File: src/rtl/ppu_mode_scheduler.sv
// PPU line/frame scheduler: dot/LY counters, mode 2/3 engine sequencing,
// STAT mode, LYC compare, CPU bus locks and interrupt pulses.
module ppu_mode_scheduler #(
  parameter int DOTS_PER_LINE = 456,
  parameter int VISIBLE_LINES = 144,
  parameter int TOTAL_LINES   = 154,
  parameter int OAM_DOTS      = 80
) (
  input  logic       clk,
  input  logic       rst,
  input  logic       i_lcd_en,
  input  logic [7:0] i_lyc,
  input  logic [3:0] i_stat_sel,
  output logic       o_mode2_start,
  input  logic       i_mode2_done,
  output logic       o_mode3_start,
  input  logic       i_mode3_done,
  output logic       o_mode3_abort,
  output logic [8:0] o_dot,
  output logic [7:0] o_ly,
  output logic [1:0] o_mode,
  output logic       o_lyc_eq,
  output logic       o_oam_cpu_lock,
  output logic       o_vram_cpu_lock,
  output logic       o_vblank_irq,
  output logic       o_stat_irq,
  output logic       o_overrun,
  input  logic       i_overrun_clr
);

  localparam logic [8:0] DOT_LAST = 9'(DOTS_PER_LINE - 1);
  localparam logic [8:0] DOT_OAM  = 9'(OAM_DOTS - 1);
  localparam logic [7:0] LY_VIS   = 8'(VISIBLE_LINES);
  localparam logic [7:0] LY_LAST  = 8'(TOTAL_LINES - 1);

  typedef enum logic [2:0] {
    S_OFF,
    S_OAM,
    S_WAIT,
    S_XFER,
    S_HBL,
    S_VBL
  } state_t;

  state_t     r_state;
  state_t     w_state;
  state_t     w_nxt;
  logic [8:0] r_dot;
  logic [7:0] r_ly;
  logic [7:0] w_ly_nx;
  logic       r_m2_seen;
  logic       r_m3_start;
  logic       r_overrun;
  logic       r_line_q;
  logic       w_eol;
  logic       w_abort;
  logic       w_line;
  logic       w_lyc_eq;
  logic [1:0] w_mode;

  // Enabling from OFF shows line 0 / dot 0 in OAM within the same cycle.
  always_comb begin
    w_state = r_state;
    if (r_state == S_OFF && i_lcd_en && !rst)
      w_state = S_OAM;
  end

  assign w_eol    = (r_dot == DOT_LAST);
  assign w_ly_nx  = (r_ly == LY_LAST) ? 8'd0 : r_ly + 8'd1;
  assign w_lyc_eq = (r_ly == i_lyc);
  assign w_abort  = !rst && w_eol &&
                    (w_state == S_XFER || w_state == S_WAIT);

  always_comb begin
    w_nxt = w_state;
    case (w_state)
      S_OAM:
        if (r_dot == DOT_OAM)
          w_nxt = (r_m2_seen || i_mode2_done) ? S_XFER : S_WAIT;
      S_WAIT:
        if (i_mode2_done) w_nxt = S_XFER;
      S_XFER:
        if (i_mode3_done) w_nxt = S_HBL;
      default: ;
    endcase
    if (w_eol)
      w_nxt = (w_ly_nx < LY_VIS) ? S_OAM : S_VBL;
  end

  always_comb begin
    w_mode = 2'd0;
    unique case (1'b1)
      (w_state == S_OAM),
      (w_state == S_WAIT): w_mode = 2'd2;
      (w_state == S_XFER): w_mode = 2'd3;
      (w_state == S_VBL):  w_mode = 2'd1;
      default:             w_mode = 2'd0;
    endcase
  end

  assign w_line = i_lcd_en && (w_state != S_OFF) &&
                  ((i_stat_sel[3] && w_lyc_eq) ||
                   (i_stat_sel[2] && w_mode == 2'd2) ||
                   (i_stat_sel[1] && w_mode == 2'd1) ||
                   (i_stat_sel[0] && w_mode == 2'd0));

  always_ff @(posedge clk) begin
    if (rst || !i_lcd_en) begin
      r_state    <= S_OFF;
      r_dot      <= 9'd0;
      r_ly       <= 8'd0;
      r_m2_seen  <= 1'b0;
      r_m3_start <= 1'b0;
    end else begin
      r_state    <= w_nxt;
      r_dot      <= w_eol ? 9'd0 : r_dot + 9'd1;
      r_ly       <= w_eol ? w_ly_nx : r_ly;
      r_m2_seen  <= w_eol ? 1'b0 :
                    (r_m2_seen || (w_state == S_OAM && i_mode2_done));
      r_m3_start <= (w_nxt == S_XFER) && (w_state != S_XFER);
    end
  end

  // Overrun survives LCD off; a coincident set beats the clear.
  always_ff @(posedge clk) begin
    if (rst) begin
      r_overrun <= 1'b0;
      r_line_q  <= 1'b0;
    end else begin
      r_line_q <= w_line;
      if (w_abort)
        r_overrun <= 1'b1;
      else if (i_overrun_clr)
        r_overrun <= 1'b0;
    end
  end

  assign o_dot           = r_dot;
  assign o_ly            = r_ly;
  assign o_mode          = w_mode;
  assign o_lyc_eq        = w_lyc_eq;
  assign o_oam_cpu_lock  = w_mode[1];
  assign o_vram_cpu_lock = (w_mode == 2'd3);
  assign o_mode2_start   = (w_state == S_OAM) && (r_dot == 9'd0);
  assign o_mode3_start   = r_m3_start;
  assign o_mode3_abort   = w_abort;
  assign o_vblank_irq    = (w_state == S_VBL) && (r_dot == 9'd0) &&
                           (r_ly == LY_VIS);
  assign o_stat_irq      = w_line && !r_line_q;
  assign o_overrun       = r_overrun;

endmodule
File: config.mk
export PLATFORM = sky130hd
export DESIGN_NAME = ppu_mode_scheduler
export DESIGN_NICKNAME = d
export VERILOG_FILES = /design/src/rtl/ppu_mode_scheduler.sv
export SDC_FILE = /design/constraint.sdc
export NUM_CORES = 1
export LEC_CHECK = 0
export CORE_MARGIN = 2
export CORE_UTILIZATION = 42
export CTS_CLUSTER_DIAMETER = 60
export DETAILED_ROUTE_END_ITERATION = 12
export PLACE_DENSITY = 0.75
export REMOVE_ABC_BUFFERS = 1
export SYNTH_ARGS = -nofsm -noshare
export SYNTH_HDL_FRONTEND = slang
export SYNTH_SLANG_ARGS = --single-unit
export TNS_END_PERCENT = 20
File: constraint.sdc
create_clock -name clk -period 1.75 [get_ports clk]
set_clock_uncertainty 0.05 [all_clocks]
set_input_delay 0.2625 -clock clk [delete_from_list [all_inputs] [get_ports clk]]
set_output_delay 0.2625 -clock clk [all_outputs]
set_load 0.02 [all_outputs]
==> results.py <==
metrics = {
    "global_routing": {
        "grt_max_degree": 15,
        "grt_pass1_vias": 1531,
        "antenna_found_initial": 0,
        "grt.overflow.total": 0,
        "gr-usage-all-layers_pct": 23.3,
        "grt_pass1_wl_mm": 7.54,
    },
    "power": {
        "peakVddDrop_uv": 279,
        "pwr-share-seq_pct": 56.4,
        "intPower_uw": 732,
        "power_frac_comb_pct": 19.2,
        "power_frac_clock_pct": 24.4,
        "p_switching_uw": 250,
        "finalPower_uw": 982,
        "leakagePower_nw": 1.19,
        "power_density_mw_per_mm2": 380,
        "swShare_pct": 25.5,
    },
    "worst_setup_path": {
        "critPathTopFamily": "simple AND/OR/NAND/NOR gates",
        "cp_cell_sequence": "buf_6 > ha_4 > and3_4 > or4_4 > a32oi_2 > nor4bb_4",
        "endpoint": "o_mode3_start",
        "worst_r2r_endpoint": "o_mode3_start",
        "crit_path_end_kind": "flip-flop",
        "max_stage_delay_ns": 0.42,
        "crit_cells": 6,
        "cp_slowest_cell": "or4_4",
        "critPathMaxFanout": 7,
        "worstPathBufferInverterCount": 1,
        "worst-setup-path-type": "reg -> reg",
        "crit_start": "o_ly[0]",
        "required_ns": 1.93,
        "cp.arrival_ns": 2.10,
        "worstSetupStartpointType": "flip-flop",
        "r2r_cells": 6,
        "reg2reg_from": "o_ly[0]",
        "r2r_slack_ns": -0.17,
    },
    "routing": {
        "drt_iter0_drc": 106,
        "ant_nets": 0,
        "post-route-drc-count": 0,
        "vias_per_cell": 5.10,
        "wl_per_cell_um": 14.4,
        "first_pass_iters": 4,
        "vias": 1622,
        "drt-total-wl_mm": 4.57,
    },
    "layout": {
        "fill_cells": 217,
        "drive_above_1_share_pct": 44.1,
        "fin_cells": 318,
        "stdcell_area_mm2": 0.00258,
        "area_growth_pct": 72.7,
        "fin_util_pct": 76.2,
        "nNetsFinal": 297,
        "n_antenna_cell": 0,
    },
    "timing": {
        "fin_hold_ws_ns": 0.389,
        "fin_ws_ns": -0.171,
        "rsz0062_at_grt": "true",
        "slew_violations": 0,
        "hold_violations": 0,
        "tns_ns": -1.13,
        "min_period_ns": 1.92,
        "slew_headroom_pct": 80.1,
        "finalSetupViolCount": 12,
        "clock.fmax_mhz": 521,
        "tightestPinTransition_ns": 0.297,
        "min_period_over_period_pct": 110,
    },
    "outcome": {
        "failed_checks": "negative setup slack",
        "outcome": "finished with violations",
    },
    "clock_tree": {
        "clockRootBuffer": "clkbuf_4",
        "clkTransAtPathRegs_ns": 0.13,
        "clockBufferDepth": 2,
        "numCtsBuffers": 3,
        "clkLatencyLatePin_ns": 0.30,
        "clkSinkCount": 24,
        "ctsHoldBuffers": 0,
        "htreeDepth": 1,
        "cts_tree": "built",
    },
    "synthesis": {
        "syn_avg_cell_area_um2": 8.35,
        "ys_top_cells_by_area": "dfxtp_1 32%, nor2_1 7.3%, xnor2_1 7.0%, ha_1 4.2%, a21oi_1 3.7%",
        "synth_largest_area_cell": "dfxtp_1",
        "synthArstFlopShare_pct": 0,
        "synth_edf_count": 0,
        "syn_inst": 179,
        "ys_seq_elements": 24,
        "synth_warnings": 0,
        "synthDistinctLibCells": 48,
        "yosysTopAreaCellShare_pct": 32.1,
        "synth-seq-area-share_pct": 32.1,
        "syn_area_mm2": 0.00150,
        "synth_top_flop_cell": "dfxtp_1",
    },
    "floorplan": {
        "core_mm2": 0.00339,
        "die_x_um": 63.7,
        "num_rows": 21,
        "die_area_mm2": 0.00405,
        "ioPinCount": 46,
        "initial_core_util_pct": 44.1,
        "chipHeight_um": 63.7,
    },
    "placement": {
        "dpl_cell_area_mm2": 0.00231,
        "dp.cells": 307,
        "dpl.hpwl_mm": 3.28,
        "pre_cts_slack_ns": -0.732,
        "port_buffers": 45,
        "place_congestion": 0.858,
    },
    "worst_hold_path": {
        "hp-class": "in -> reg",
        "worstHoldStart": "rst",
    },
    "flow_run": {
        "cap_violations": 0,
    },
}
-- kinds of logic after synthesis --
logic type | synth area share (%)
AOI/OAI and AO/OA | 15.2
xor gates and xnor gates | 9.96
adders and majority gates | 4.18
buffers and inverters | 5.36
DFF | 32.1
muxes | 0.669
and+or+nand+nor | 32.5
-- layout by cell type, fill, tap and decap left out, types with 4 or more instances in the layout --
master            n
clkdlybuf4s50_1  10
dlymetal6s2s_1    5
nand3_1           4
xor2_1            5
a21oi_2           4
inv_1             7
dlygate4sd2_1    21
dfxtp_1           8
o21ai_0           4
nand3b_1          4
dfxtp_2          14
buf_6            11
a21oi_1           7
xnor2_1           9
nor2_1           26
nand2_1          10
buf_4            48
-- metal layers --
layer | vias up | wire [µm] | GRT usage [%]
li1 | 825 | - | -
met1 | 739 | 2070 | 30.9
met2 | 52 | 2270 | 39.3
met3 | 6 | 158 | 2.50
met4 | 0 | 74 | 7.61
met5 | - | 0 | 0
-- state kept, by name, indices dropped and copies added, names as in the netlist --
register / flops
o_dot: 9
o_ly: 8
o_mode3_start: 1
o_overrun: 1
r_line_q: 1
r_m2_seen: 1
r_state: 3
-- how the worst min path moves through the flow --
stage | to | slack (ns) | cells after the start
finish | o_overrun | 0.39 | 3
CTS | o_overrun | 0.39 | 3
global route | o_overrun | 0.38 | 3
floorplan | r_m2_seen | 0.35 | 2
detailed placement | o_overrun | 0.40 | 1
global placement | o_overrun | 0.38 | 1
-- Yosys cell counts, types with 2 or more instances --
library cell	count
o21ai_0	7
nand4_1	3
and3_1	4
ha_1	5
or3_1	3
nand3b_1	4
xnor2_1	12
a31oi_1	2
or4_1	2
buf_2	7
nor4_2	2
nor2_1	29
inv_1	7
a21o_1	2
clkbuf_1	3
a311oi_1	2
nand3_1	4
a21oi_1	11
nand2_1	10
dfxtp_1	24
nand2b_1	3
nor3_1	2
o221a_2	2
xor2_1	5
-- power groups by stage --
| stage | registers, mW | clock network, mW | logic, mW |
|---|---|---|---|
| 2_1_floorplan | 0.574 | 0 | 0.0666 |
| 3_3_place_gp | 0.568 | 0 | 0.174 |
| 3_5_place_dp | 0.568 | 0 | 0.177 |
| 4_1_cts | 0.556 | 0.243 | 0.182 |
| 5_1_grt | 0.555 | 0.286 | 0.202 |
| 6_report | 0.554 | 0.239 | 0.188 |
-- cell type report --
class | count | area [µm²] | area share [%]
Multi-Input combinational cell | 137 | 1110 | 43.0
Timing Repair Buffer | 101 | 861 | 33.3
Sequential cell | 24 | 505 | 19.6
Tap cell | 46 | 57.6 | 2.23
Inverter | 7 | 26.3 | 1.02
Clock buffer | 3 | 22.5 | 0.872
-- repair_timing --
item | 4_1_cts | 5_1_grt
buffers inserted | 8 | 4
pin swaps | 16 | 10
gates resized for setup | 91 | 37
endpoints found under the setup margin | 28 | 25
-- worst reg2reg max path: stages (launching register included) --
cell      delay (ns)
dfxtp_2         0.36
buf_6           0.13
ha_4            0.15
and3_4          0.18
or4_4           0.42
a32oi_2         0.24
nor4bb_4        0.31
No activity file was read; power rests on OpenSTA's default activity.
==> edit, RTL diff (config.mk and constraints unchanged) <==
The 6 states of `state_t` get a one-hot encoding in 6 bits.
--- a/src/rtl/ppu_mode_scheduler.sv
+++ b/src/rtl/ppu_mode_scheduler.sv
@@ -33,13 +33,13 @@
   localparam logic [7:0] LY_VIS   = 8'(VISIBLE_LINES);
   localparam logic [7:0] LY_LAST  = 8'(TOTAL_LINES - 1);
 
-  typedef enum logic [2:0] {
-    S_OFF,
-    S_OAM,
-    S_WAIT,
-    S_XFER,
-    S_HBL,
-    S_VBL
+  typedef enum logic [5:0] {
+    S_OFF  = 6'b000001,
+    S_OAM  = 6'b000010,
+    S_WAIT = 6'b000100,
+    S_XFER = 6'b001000,
+    S_HBL  = 6'b010000,
+    S_VBL  = 6'b100000
   } state_t;
 
   state_t     r_state;
Check against the original RTL: same outputs for any inputs over 10 cycles, from zero or initial values and one cycle with rst high; not proved beyond that.
==> edit against the unedited design <==
  * The run still ends with setup timing left
  * Sequential cell count rose by 3
  * Area after synthesis rose by 9.5%
  * Wire length rose by 29%
  * Setup slack got worse by 0.44 ns
  * Non-clock buffer count rose by 10
  * Count of clock-buffer cells in the layout did not move
  * Design area rose by 13%
  * Sequential share of layout area fell by 0.16 points
  * Critical path depth did not move
  * Total power rose by 27%
  * Clock power rose by 67%
  * Critical path type is now flip-flop to output pin
==> edit: results (changes against the unedited design) <==
Parameter                              Value

Global route
  Met2 track demand over resource ... 48.0% (+8.7 points)
  Maximum number of pins on one net before global-route repair ... 17 (+2)
  Met1 GRT Util ... 29.5% (-1.3 points)
  First-pass GRT wire length ... 8650 um (+15%)
  Number of global-route vias before repair ... 1,916 (+25%)

Route
  Wire length on met2 ... 2970 um (+31%)
  First-pass DRT Iterations ... 5 (+1)
  Detailed-routed wire length on met3 ... 344 um (+120%)
  Drt wl/cell ... 16.7 um (+16%)
  Length of routed wiring on met1 ... 2420 um (+17%)

Pwr
  Clock power share ... 31.9% (+7.5 points)
  Share of total power in sequential cells ... 49.9% (-6.5 points)
  IR drop worst, VDD ... 259 uV (-7.3%)
  Total power divided by cell area ... 429 mW/mm2 (+13%)

Synth
  Post-synthesis sequential area ratio ... 33.0% (+0.87 points)
  Synth cell types ... 50 (+4.2%)
  Post-synthesis mux area share ... 1.30% (+0.63 points)
  Compound-cell area share of the yosys netlist ... 13.9% (-1.3 points)
  Synth top area cells ... sky130_fd_sc_hd__dfxtp_1, sky130_fd_sc_hd__xnor2_1, sky130_fd_sc_hd__nor2_1
  Adder and majority gate portion of the synthesized area ... 3.82% (-0.36 points)

Layout
  Fraction of area in clock buffers and inverters ... 1.67% (+0.80 points)
  Post-layout net count ... 330 (+11%)
  Nonclk buf count ... 111 (+9.9%)
  Relative area of non-clock buffer cells in the final design ... 33.1% (-0.26 points)
  Fill cell instance count of the final layout ... 219 (+0.92%)
  Sequential cell area in the final layout ... 567 um2 (+12%)
  Number of combinational gates with multiple inputs ... 157 (+15%)
  Area occupied by multi-input gates ... 0.00125 mm2 (+13%)
  Share of final-layout standard cells stronger than drive strength 1 ... 43.5% (-0.65 points)

Worst setup path
  WP data arrival ... 2.05 ns (-0.05 ns)
  Internal reg-to-reg setup slack ... -0.21 ns (-0.04 ns)
  Slowest stage delay, CP ... 0.56 ns (+0.14 ns)

STA
  Worst hold margin ... 0.421 ns (+0.0328 ns)
  Setup-violating endpoint count in the final report ... 13 (+1)
  Least setup slack across all paths after layout ... -0.612 ns (-0.441 ns)

Outcome
  Violations in the final reports ... setup timing
  Result of the run ... complete, but fails checks

Place
  Dpl hpwl ... 3720 um (+13%)
  Placed inst area ... 0.00256 mm2 (+11%)

CTS
  Library cell used as clock root buffer ... sky130_fd_sc_hd__clkbuf_8
  Clk sinks ... 27 (+13%)

Floorplanning
  Area of the core region ... 0.00372 mm2 (+9.6%)
[edit: through the flow]
stage          setup TNS [ns]  setup slack [ns]
2_1_floorplan           -5.45            -0.733
3_3_place_gp            -5.99            -0.826
3_5_place_dp            -7.01             -1.00
4_1_cts                 -3.32            -0.573
5_1_grt                 -4.26            -0.688
6_report                -3.19            -0.612
[edit: worst register-to-register path: stages (launching register included)]
cell	delay, ns
sky130_fd_sc_hd__dfxtp_4	0.38
sky130_fd_sc_hd__buf_4	0.15
sky130_fd_sc_hd__nor3b_4	0.19
sky130_fd_sc_hd__buf_6	0.13
sky130_fd_sc_hd__mux2i_2	0.08
sky130_fd_sc_hd__buf_4	0.15
sky130_fd_sc_hd__or3_4	0.39
sky130_fd_sc_hd__a2111oi_2	0.35
[edit: timing repair]
item	4_1_cts	5_1_grt
resized for setup	71	59
pin swaps	7	10
setup endpoints to repair	25	43
setup buffers	3	1
